$ cat src/rtl/bus_arbiter4way16_if.sv
// Request/grant and data bus between four requesters and the round-robin arbiter.
// master = requester side, slave = arbiter side.
interface bus_arbiter4way16_if;
    logic [3:0]  REQ;
    logic [15:0] A;
    logic [15:0] B;
    logic [15:0] C;
    logic [15:0] D;
    logic [3:0]  GNT;
    logic [1:0]  SEL;
    logic [15:0] Y;
    logic        VALID;

    modport master (
        output REQ, A, B, C, D,
        input  GNT, SEL, Y, VALID
    );

    modport slave (
        input  REQ, A, B, C, D,
        output GNT, SEL, Y, VALID
    );
endinterface

$ cat src/rtl/bus_arbiter4way16.sv
// Four-way round-robin arbiter driving a MUX4WAY16 select and a registered 16-bit output.
// Optional hold-limit rotation is enabled by defining ARB_TIMEOUT_EN.
//
// Handshake: REQ[i] is held high by requester i for as long as it wants the bus;
// GNT is one-hot for the owner (registered), and every cycle the owner's REQ is
// high during a granted cycle its word is captured into Y with VALID high on the
// following cycle. Dropping REQ releases the bus on the next edge.
module bus_arbiter4way16 #(
    parameter int unsigned MAX_HOLD = 8
) (
    input  logic              CLK,
    input  logic              RESET,
    bus_arbiter4way16_if.slave bus,
    output logic              state_dbg
);

    typedef enum logic {
        IDLE  = 1'b0,
        GRANT = 1'b1
    } state_t;

    if (MAX_HOLD < 1 || MAX_HOLD > 255) begin : g_bad_max_hold
        $error("MAX_HOLD must be in 1..255");
    end

    state_t      state_q, state_n;
    logic [3:0]  gnt_q, gnt_n;
    logic [1:0]  sel_q, sel_n;
    logic [1:0]  last_q, last_n;
    logic [15:0] y_q;
    logic        valid_q;
    logic [15:0] mux_word;
    logic        owner_req;
    logic [3:0]  others;
    logic        force_rot;
    logic [2:0]  pick_idle;
    logic [2:0]  pick_hand;

`ifdef ARB_TIMEOUT_EN
    localparam logic [7:0] HOLD_LIMIT = 8'(MAX_HOLD - 1);
    logic [7:0]  hold_q, hold_n;
`endif

    function automatic logic [3:0] onehot(input logic [1:0] idx);
        return 4'b0001 << idx;
    endfunction

    // Returns {found, index}; scans from last+1 around to last itself.
    function automatic logic [2:0] rr_pick(input logic [3:0] req, input logic [1:0] last);
        logic       found;
        logic [1:0] idx;
        logic [1:0] j;
        found = 1'b0;
        idx   = 2'd0;
        for (int i = 1; i <= 4; i++) begin
            j = last + 2'(i);
            if (!found && req[j]) begin
                found = 1'b1;
                idx   = j;
            end
        end
        return {found, idx};
    endfunction

    // MUX4WAY16 steered by the registered select.
    always_comb begin
        mux_word = bus.A;
        case (sel_q)
            2'd0: mux_word = bus.A;
            2'd1: mux_word = bus.B;
            2'd2: mux_word = bus.C;
            2'd3: mux_word = bus.D;
            default: mux_word = bus.A;
        endcase
    end

    assign owner_req = bus.REQ[sel_q];
    assign others    = bus.REQ & ~onehot(sel_q);
    assign pick_idle = rr_pick(bus.REQ, last_q);
    assign pick_hand = rr_pick(others, sel_q);

    always_comb begin
        state_n   = state_q;
        gnt_n     = gnt_q;
        sel_n     = sel_q;
        last_n    = last_q;
        force_rot = 1'b0;
`ifdef ARB_TIMEOUT_EN
        hold_n    = hold_q;
        force_rot = (hold_q == HOLD_LIMIT) && (others != 4'b0000);
`endif
        case (state_q)
            IDLE: begin
                if (bus.REQ != 4'b0000) begin
                    state_n = GRANT;
                    gnt_n   = onehot(pick_idle[1:0]);
                    sel_n   = pick_idle[1:0];
`ifdef ARB_TIMEOUT_EN
                    hold_n  = 8'd0;
`endif
                end
            end
            GRANT: begin
                if (owner_req && !force_rot) begin
`ifdef ARB_TIMEOUT_EN
                    // Reaching the limit with nobody waiting just restarts the count.
                    hold_n = (hold_q == HOLD_LIMIT) ? 8'd0 : hold_q + 8'd1;
`endif
                end else begin
                    // Release or forced rotation: the current owner is never re-picked here.
                    last_n = sel_q;
`ifdef ARB_TIMEOUT_EN
                    hold_n = 8'd0;
`endif
                    if (pick_hand[2]) begin
                        gnt_n = onehot(pick_hand[1:0]);
                        sel_n = pick_hand[1:0];
                    end else begin
                        state_n = IDLE;
                        gnt_n   = 4'b0000;
                    end
                end
            end
            default: begin
                state_n = IDLE;
                gnt_n   = 4'b0000;
            end
        endcase
    end

    always_ff @(posedge CLK or posedge RESET) begin
        if (RESET) begin
            state_q <= IDLE;
            gnt_q   <= 4'b0000;
            sel_q   <= 2'd0;
            last_q  <= 2'd3;
            y_q     <= 16'h0000;
            valid_q <= 1'b0;
`ifdef ARB_TIMEOUT_EN
            hold_q  <= 8'd0;
`endif
        end else begin
            state_q <= state_n;
            gnt_q   <= gnt_n;
            sel_q   <= sel_n;
            last_q  <= last_n;
`ifdef ARB_TIMEOUT_EN
            hold_q  <= hold_n;
`endif
            // Capture uses the pre-edge owner, so VALID trails GNT by one cycle.
            if (state_q == GRANT && owner_req) begin
                y_q     <= mux_word;
                valid_q <= 1'b1;
            end else begin
                valid_q <= 1'b0;
            end
        end
    end

    assign bus.GNT   = gnt_q;
    assign bus.SEL   = sel_q;
    assign bus.Y     = y_q;
    assign bus.VALID = valid_q;
    assign state_dbg = (state_q == GRANT);

endmodule
$ cat src/flat_wrapper.sv
// flat-port wrapper written by rule: the top's interface ports become plain ports
module bus_arbiter4way16_flat 
#(
    parameter int unsigned MAX_HOLD = 8
)
  (CLK, RESET, state_dbg, bus_REQ, bus_A, bus_B, bus_C, bus_D, bus_GNT, bus_SEL, bus_Y, bus_VALID);
  bus_arbiter4way16_if bus_i ();
  input  logic CLK;
  input  logic RESET;
  output logic state_dbg;
  input wire logic [$bits(bus_i.REQ)-1:0] bus_REQ;
  input wire logic [$bits(bus_i.A)-1:0] bus_A;
  input wire logic [$bits(bus_i.B)-1:0] bus_B;
  input wire logic [$bits(bus_i.C)-1:0] bus_C;
  input wire logic [$bits(bus_i.D)-1:0] bus_D;
  output wire logic [$bits(bus_i.GNT)-1:0] bus_GNT;
  output wire logic [$bits(bus_i.SEL)-1:0] bus_SEL;
  output wire logic [$bits(bus_i.Y)-1:0] bus_Y;
  output wire logic [$bits(bus_i.VALID)-1:0] bus_VALID;
  assign bus_i.REQ = bus_REQ;
  assign bus_i.A = bus_A;
  assign bus_i.B = bus_B;
  assign bus_i.C = bus_C;
  assign bus_i.D = bus_D;
  assign bus_GNT = bus_i.GNT;
  assign bus_SEL = bus_i.SEL;
  assign bus_Y = bus_i.Y;
  assign bus_VALID = bus_i.VALID;
  bus_arbiter4way16 #(.MAX_HOLD(MAX_HOLD)) u_core (.CLK(CLK), .RESET(RESET), .bus(bus_i), .state_dbg(state_dbg));
endmodule
$ cat config.mk
export PLATFORM = sky130hd
export DESIGN_NAME = bus_arbiter4way16_flat
export DESIGN_NICKNAME = d
export VERILOG_FILES = /design/src/rtl/bus_arbiter4way16_if.sv /design/src/rtl/bus_arbiter4way16.sv /design/src/flat_wrapper.sv
export SDC_FILE = /design/constraint.sdc
export NUM_CORES = 1
export LEC_CHECK = 0
export CAP_MARGIN = 20
export CORE_ASPECT_RATIO = 1.25
export CORE_MARGIN = 1.5
export CORE_UTILIZATION = 41
export CTS_CLUSTER_SIZE = 16
export DETAILED_ROUTE_END_ITERATION = 16
export GPL_TIMING_DRIVEN = 0
export PLACE_DENSITY_LB_ADDON = 0.3
export REMOVE_ABC_BUFFERS = 1
export SLEW_MARGIN = 20
export SYNTH_ARGS = -nofsm -noshare
export SYNTH_HDL_FRONTEND = slang
export SYNTH_SLANG_ARGS = --single-unit
$ cat constraint.sdc
create_clock -name CLK -period 3.16 [get_ports CLK]
set_input_delay 0.316 -clock CLK [delete_from_list [all_inputs] [get_ports CLK]]
set_output_delay 0.316 -clock CLK [all_outputs]
set_load 0.03 [all_outputs]
Yosys cells after proc, flatten, opt, wreduce, memory -nomap -nowiden
Cells that the tools add are included.
- bits in registers: 26
- input port bits: 70
- word-level logic and storage cells: 98
- add/sub/neg operators: 6
- magnitude comparators: 8
- equal/unequal tests: 6
- shifts and indexed selects: 3
- mux-type cells: 47
- bitwise operators: 4
- reductions and logical operators: 18
- operators by type and width (cell ; count):
    $pmux 16 s4 ; 1
    $lt 2x3->1 const B ; 8
    $mux 2 ; 11
    $mux 1 ; 20
    $bmux 1 s2 ; 9
    $mux 4 ; 3
    $shl 1x2->4 const A ; 3
    $add 2x2->2 const B ; 4
    $pmux 4 s2 ; 1
    $logic_and 1x1->1 ; 7
    $logic_not 1->1 ; 6
    $add 2x1->2 const B ; 2
    $and 4x4->4 ; 1
    $eq 2x2->1 const B ; 2
    $ne 2x2->1 const B ; 2
    $not 4->4 ; 1
    $pmux 2 s2 ; 1
    $reduce_and 2->1 ; 2
    $reduce_bool 4->1 ; 1
    $reduce_and 3->1 ; 1
    $eq 2x1->1 const B ; 1
    $logic_not 2->1 ; 1
    $ne 2x1->1 const B ; 1
    $not 1->1 ; 2
    $pmux 1 s2 ; 1

Logic depth before layout (Yosys ltp)
- depth after elaboration: 19
- depth in mapped cells: 8
- gate-level depth less buffers: 7

Least setup slack after synthesis
Ideal clock, no wire load.
- path kind: flip-flop to flip-flop
- start point: register u_core.sel_q[1] (netlist: u_core.bus.SEL[1])
- end point: register u_core.sel_q[1] (netlist: u_core.bus.SEL[1])
- library setup time: 67 ps
- arrival time: 2404 ps
- required time: 3093 ps
- path slack: 689 ps
- stages on the path, launching flop included: 8
- path through: dfrtp_1 -> inv_1 -> ha_1 -> clkbuf_1 -> inv_1 -> a2bb2o_1 -> a2111oi_4 -> a221o_1
- longest elaborated chain between the ends: 18
- elaborated cells on any way between the ends: 36
- classes of those cells: 3 x add/sub; 2 x eq/ne; 1 x shift; 21 x mux; 2 x bitwise; 7 x reduce/logical
- ends and longest elaborated chain (element ; RTL line ; text):
    from (decl) ; bus_arbiter4way16.sv:28 ; logic [1:0] sel_q, sel_n;
    from (signal assigned) ; bus_arbiter4way16.sv:145 ; sel_q <= sel_n;
    branches (longest 18 deep; another with $add 2x1->2) ; n/a ;
Several ways; the timed one is not identified. The select of a mux whose other input is x is not followed.
A chain may end at the register's enable or synchronous reset.

Final worst setup path
- start point: register u_core.sel_q[1] (netlist: u_core.bus.SEL[1])
- end point: register u_core.gnt_q[1] (netlist: u_core.bus.GNT[1])
- longest elaborated chain between the ends: 19
- elaborated cells on any way between the ends: 36
- classes of those cells: 3 x add/sub; 1 x eq/ne; 2 x shift; 21 x mux; 2 x bitwise; 7 x reduce/logical
- ends and longest elaborated chain (element ; RTL line ; text):
    branches (longest 19 deep; another with $add 2x1->2) ; n/a ;
    to (signal assigned) ; bus_arbiter4way16.sv:144 ; gnt_q <= gnt_n;
    to (decl) ; bus_arbiter4way16.sv:27 ; logic [3:0] gnt_q, gnt_n;
Several ways; the timed one is not identified. The select of a mux whose other input is x is not followed.

==> parameters.txt <==
Parameter                              Value

Layout
  Post-layout utilization of the core ... roughly two thirds
  Post-layout net count ... 372
  Share of layout cells above drive strength 1 ... ~7%
  Growth of design area from synthesis to finish ... 54.8%
  Most common cell after layout, fill and taps aside ... clkdlybuf4s50_1
  Antenna Diode Count ... 0
  Leading cell types in the layout, fill and taps excluded ... clkdlybuf4s50_1 (93), a21oi_1 (25), o21ai_0 (24)

Yosys
  Top area cells in the synthesized netlist ... dfrtp_1 (32%), a222oi_1 (8.5%), a21oi_1 (6.7%)
  Count of synthesis-stage warnings from yosys ... 0
  Flop and latch count out of synthesis ... 26
  Share of Yosys cell area claimed by the top area cell type ... between 30% and 40%
  Dominant synthesized flop cell ... dfrtp_1
  Seq/Total Area, Yosys ... a little over a third
  Post-synthesis cell area ... between 1500 and 2000 µm²
  Unique cell type count in the Yosys netlist ... 50
  Number of enable flip-flop cells after synthesis ... 0
  FFs w/ async S/R, synth ... 100%
  Mean instance size in the synthesized netlist ... between 8 and 9 µm²
  Number of instances in the synthesized netlist ... 220
  Dominant cell type by area after synthesis ... dfrtp_1

Timing
  Part of the cycle the worst path needs ... about nine tenths
  Highest clock rate ... approximately 0.36 GHz
  Worst hold slack ... 239 ps
  Final setup vio count ... 0
  RSZ-0062 raised after global routing ... no
  Total count of max-transition violations in the final report ... 0
  Slew margin rel. ... 54.4%
  Final Critical Period ... 2790 ps
  Clock tree skew after final layout ... roughly 7.8 ps
  Final hold violation count ... 0
  Final critical-path setup slack ... about 370 ps
  Setup Total Neg Slack ... 0 ps
  Actual slew at the worst max-slew pin ... between 600 and 700 ps

Floorplan
  Number of rows in the core area ... 27
  I/O pins ... 94
  Total Die Area ... ~5000 µm²
  Vertical extent of the die ... 78.7 µm
  Starting density of the core ... approximately 43%
  Die outline width ... around 64 µm
  Area inside the core boundary ... 4390 µm²

Power and ir drop
  Highest ir drop seen on vdd ... around 0.49 mV
  Standby leakage power ... about 1.1 nW
  Net switching share of the total power ... a little under half
  Power density normalized to cell area ... 942 nW/µm²
  Sequential Power Share ... a little under a quarter
  Clock share of power ... between 10% and 20%
  Pint ... ~0.0014 W
  Logic pwr share ... 66.9%
  Net Switching ... roughly 0.0013 W

Critical path
  Reg-to-Reg End ... u_core.bus.GNT[1]$_DFFE_PP0P_
  Max Fanout on Critical Path ... 19
  Max incr delay on CP ... approximately 570 ps
  Slowest cell on the critical path ... dfrtp_1
  Worst Path Buf+Inv ... 1
  Required time reported for the critical path endpoint ... 3300 ps
  Arr. time, crit path ... just under 3000 ps
  R2R Path Start ... u_core.bus.SEL[1]$_DFFE_PP0P_
  Critical path startpoint category ... flop
  Setup crit end kind ... flop
  Count of cells along the worst register-to-register path ... 7
  Top cell family by delay on the critical path ... compound AO/OA/AOI/OAI gates
  Critical path, cell by cell ... inv_1 > ha_2 > nand2b_1 > a21oi_1 > a2bb2o_1 > a2111oi_4 > o31ai_1
  R2R setup slack ... 370 ps
  Critical path type ... flop to flop

Outcome
  Status ... finished clean

CTS
  H-tree depth reported by CTS ... 1
  Root buffer cell ... clkbuf_8
  Clock transition at path regs ... about 100 ps
  TritonCTS clock tree ... done
  Post-CTS setup-driven buffer insertion count ... 0
  Clock tree sinks ... 26
  Quantity of gates resized following cts ... 1
  Clock latency at the later pin of the worst-skew pair ... 280 ps
  Largest buffer count on any clock path ... 2
  Num CTS Buffers ... 3
  Post-CTS Hold Buffers ... 0

Drt
  TritonRoute pass-1 iters ... 4
  Iter 0 DRT Violations ... about 150
  DRC errors left ... 0
  Average vias per placed instance ... 5.75
  Detailed-route wire length per cell ... roughly 16 µm
  Post-DRT Antenna Nets ... 0
  Overall via count from detail_route ... just over 2,000
  Routed wire length ... roughly 5700 µm

Global route
  Tot GR Track Use ... a little over a fifth
  Global-route wire length before repair ... between 8000 and 9000 µm
  Number of antenna violations at the first check in global routing ... 0
  Number of global-route vias before repair ... about 1,800
  Largest net degree at the start of global routing ... 36
  Gr ovfl total ... 0

Flow run
  Number of maximum-capacitance violations ... 0

Place
  Routability cong. ... just under 0.9
  HPWL after detailed placement ... approximately 4100 µm
  Worst slack at placement ... -230 ps
  # port buffers ... 93

Hold path
  HP Class ... primary input to asynchronous set/reset pin
layout make-up:
class / instances / area [µm²]
multi-input combinational: 165 / 1120
inverter: 8 / 30.0
clock inverter: 1 / 30.0
sequential: 26 / 654
clock buffer: 3 / 41.3
tap: 58 / 72.6
timing repair buffer: 94 / 956
fill: 370 / 1480
worst register-to-register path: cells and delay by family (launching register included):
kind / cells / cell delay [ps]
simple gates: 1 / 130
compound gates: 4 / 1190
flops: 1 / 570
buf+inv: 1 / 280
fa+ha+maj: 1 / 490
kinds of logic (layout without fill, tap and decap cells):
kind of cell	after synthesis	count (layout)	share of synthesized area, %
buffers and inverters	29	106	6.86
AO/OA/AOI/OAI	89	89	34.2
adder cells (fa/ha/maj)	4	4	2.66
multiplexers	7	7	4.66
flip-flops	26	26	34.8
AND/OR/NAND/NOR	65	65	16.9
stage by stage:
stage / cells / cell area [µm²] / total power (W)
3_3_place_gp: 350 / 2780 / 0.00236
4_1_cts: 354 / 2860 / 0.00269
6_report: 355 / 2910 / 0.00274
5_1_grt: 355 / 2910 / 0.00294
3_5_place_dp: 350 / 2780 / 0.00240
2_1_floorplan: 199 / 1780 / 0.00179
per-layer routing:
layer	vias up	track usage [%]	share of wire (%)
met4	0	7.39	1.6
met2	65	39.8	52
met3	8	3.01	5.3
met5	-	0	0
li1	986	-	-
met1	981	26.0	41
power by group through the flow:
stage | Combinational [W] | Clock, W | Sequential, W
final | 0.00183 | 0.000279 | 0.000627
after global routing | 0.00200 | 0.000294 | 0.000652
after detailed placement | 0.00177 | 0 | 0.000629
after global placement | 0.00174 | 0 | 0.000622
after floorplan | 0.000933 | 0 | 0.000857
after CTS | 0.00179 | 0.000281 | 0.000621
Yosys cell counts, drive strengths merged, types with 2 or more instances:
cell / number
buf: 9
a21oi: 25
dfstp: 2
o211ai: 3
nor4: 2
nor2: 22
dfrtp: 24
nor2b: 4
o31ai: 3
or2: 2
o21ai: 24
or3b: 2
ha: 4
a31o: 2
clkbuf: 12
a222oi: 16
a2111oi: 2
nand2b: 6
nand3b: 2
nand2: 20
mux2i: 5
inv: 8
nor3: 2
a221o: 2
registers in the layout (all words and copies together) (netlist names):
signal and flops:
u_core.bus.GNT 4, u_core.state_dbg 1, u_core.last_q 2, u_core.bus.Y 16
u_core.bus.SEL 2, u_core.bus.VALID 1
how the worst max path moves through the flow:
stage                                   from                            end  slack, ps  depth (start not counted)
6_report       u_core.bus.SEL[1]$_DFFE_PP0P_  u_core.bus.GNT[1]$_DFFE_PP0P_        370                          7
5_1_grt        u_core.bus.SEL[0]$_DFFE_PP0P_  u_core.bus.GNT[1]$_DFFE_PP0P_        130                          7
4_1_cts        u_core.bus.SEL[0]$_DFFE_PP0P_  u_core.bus.SEL[1]$_DFFE_PP0P_         90                          7
3_5_place_dp   u_core.bus.SEL[0]$_DFFE_PP0P_  u_core.bus.SEL[1]$_DFFE_PP0P_       -230                          7
3_3_place_gp   u_core.bus.SEL[0]$_DFFE_PP0P_  u_core.bus.GNT[1]$_DFFE_PP0P_       -230                          7
2_1_floorplan  u_core.bus.SEL[0]$_DFFE_PP0P_  u_core.bus.SEL[1]$_DFFE_PP0P_        210                          7
(Power assumes the default switching activity.)
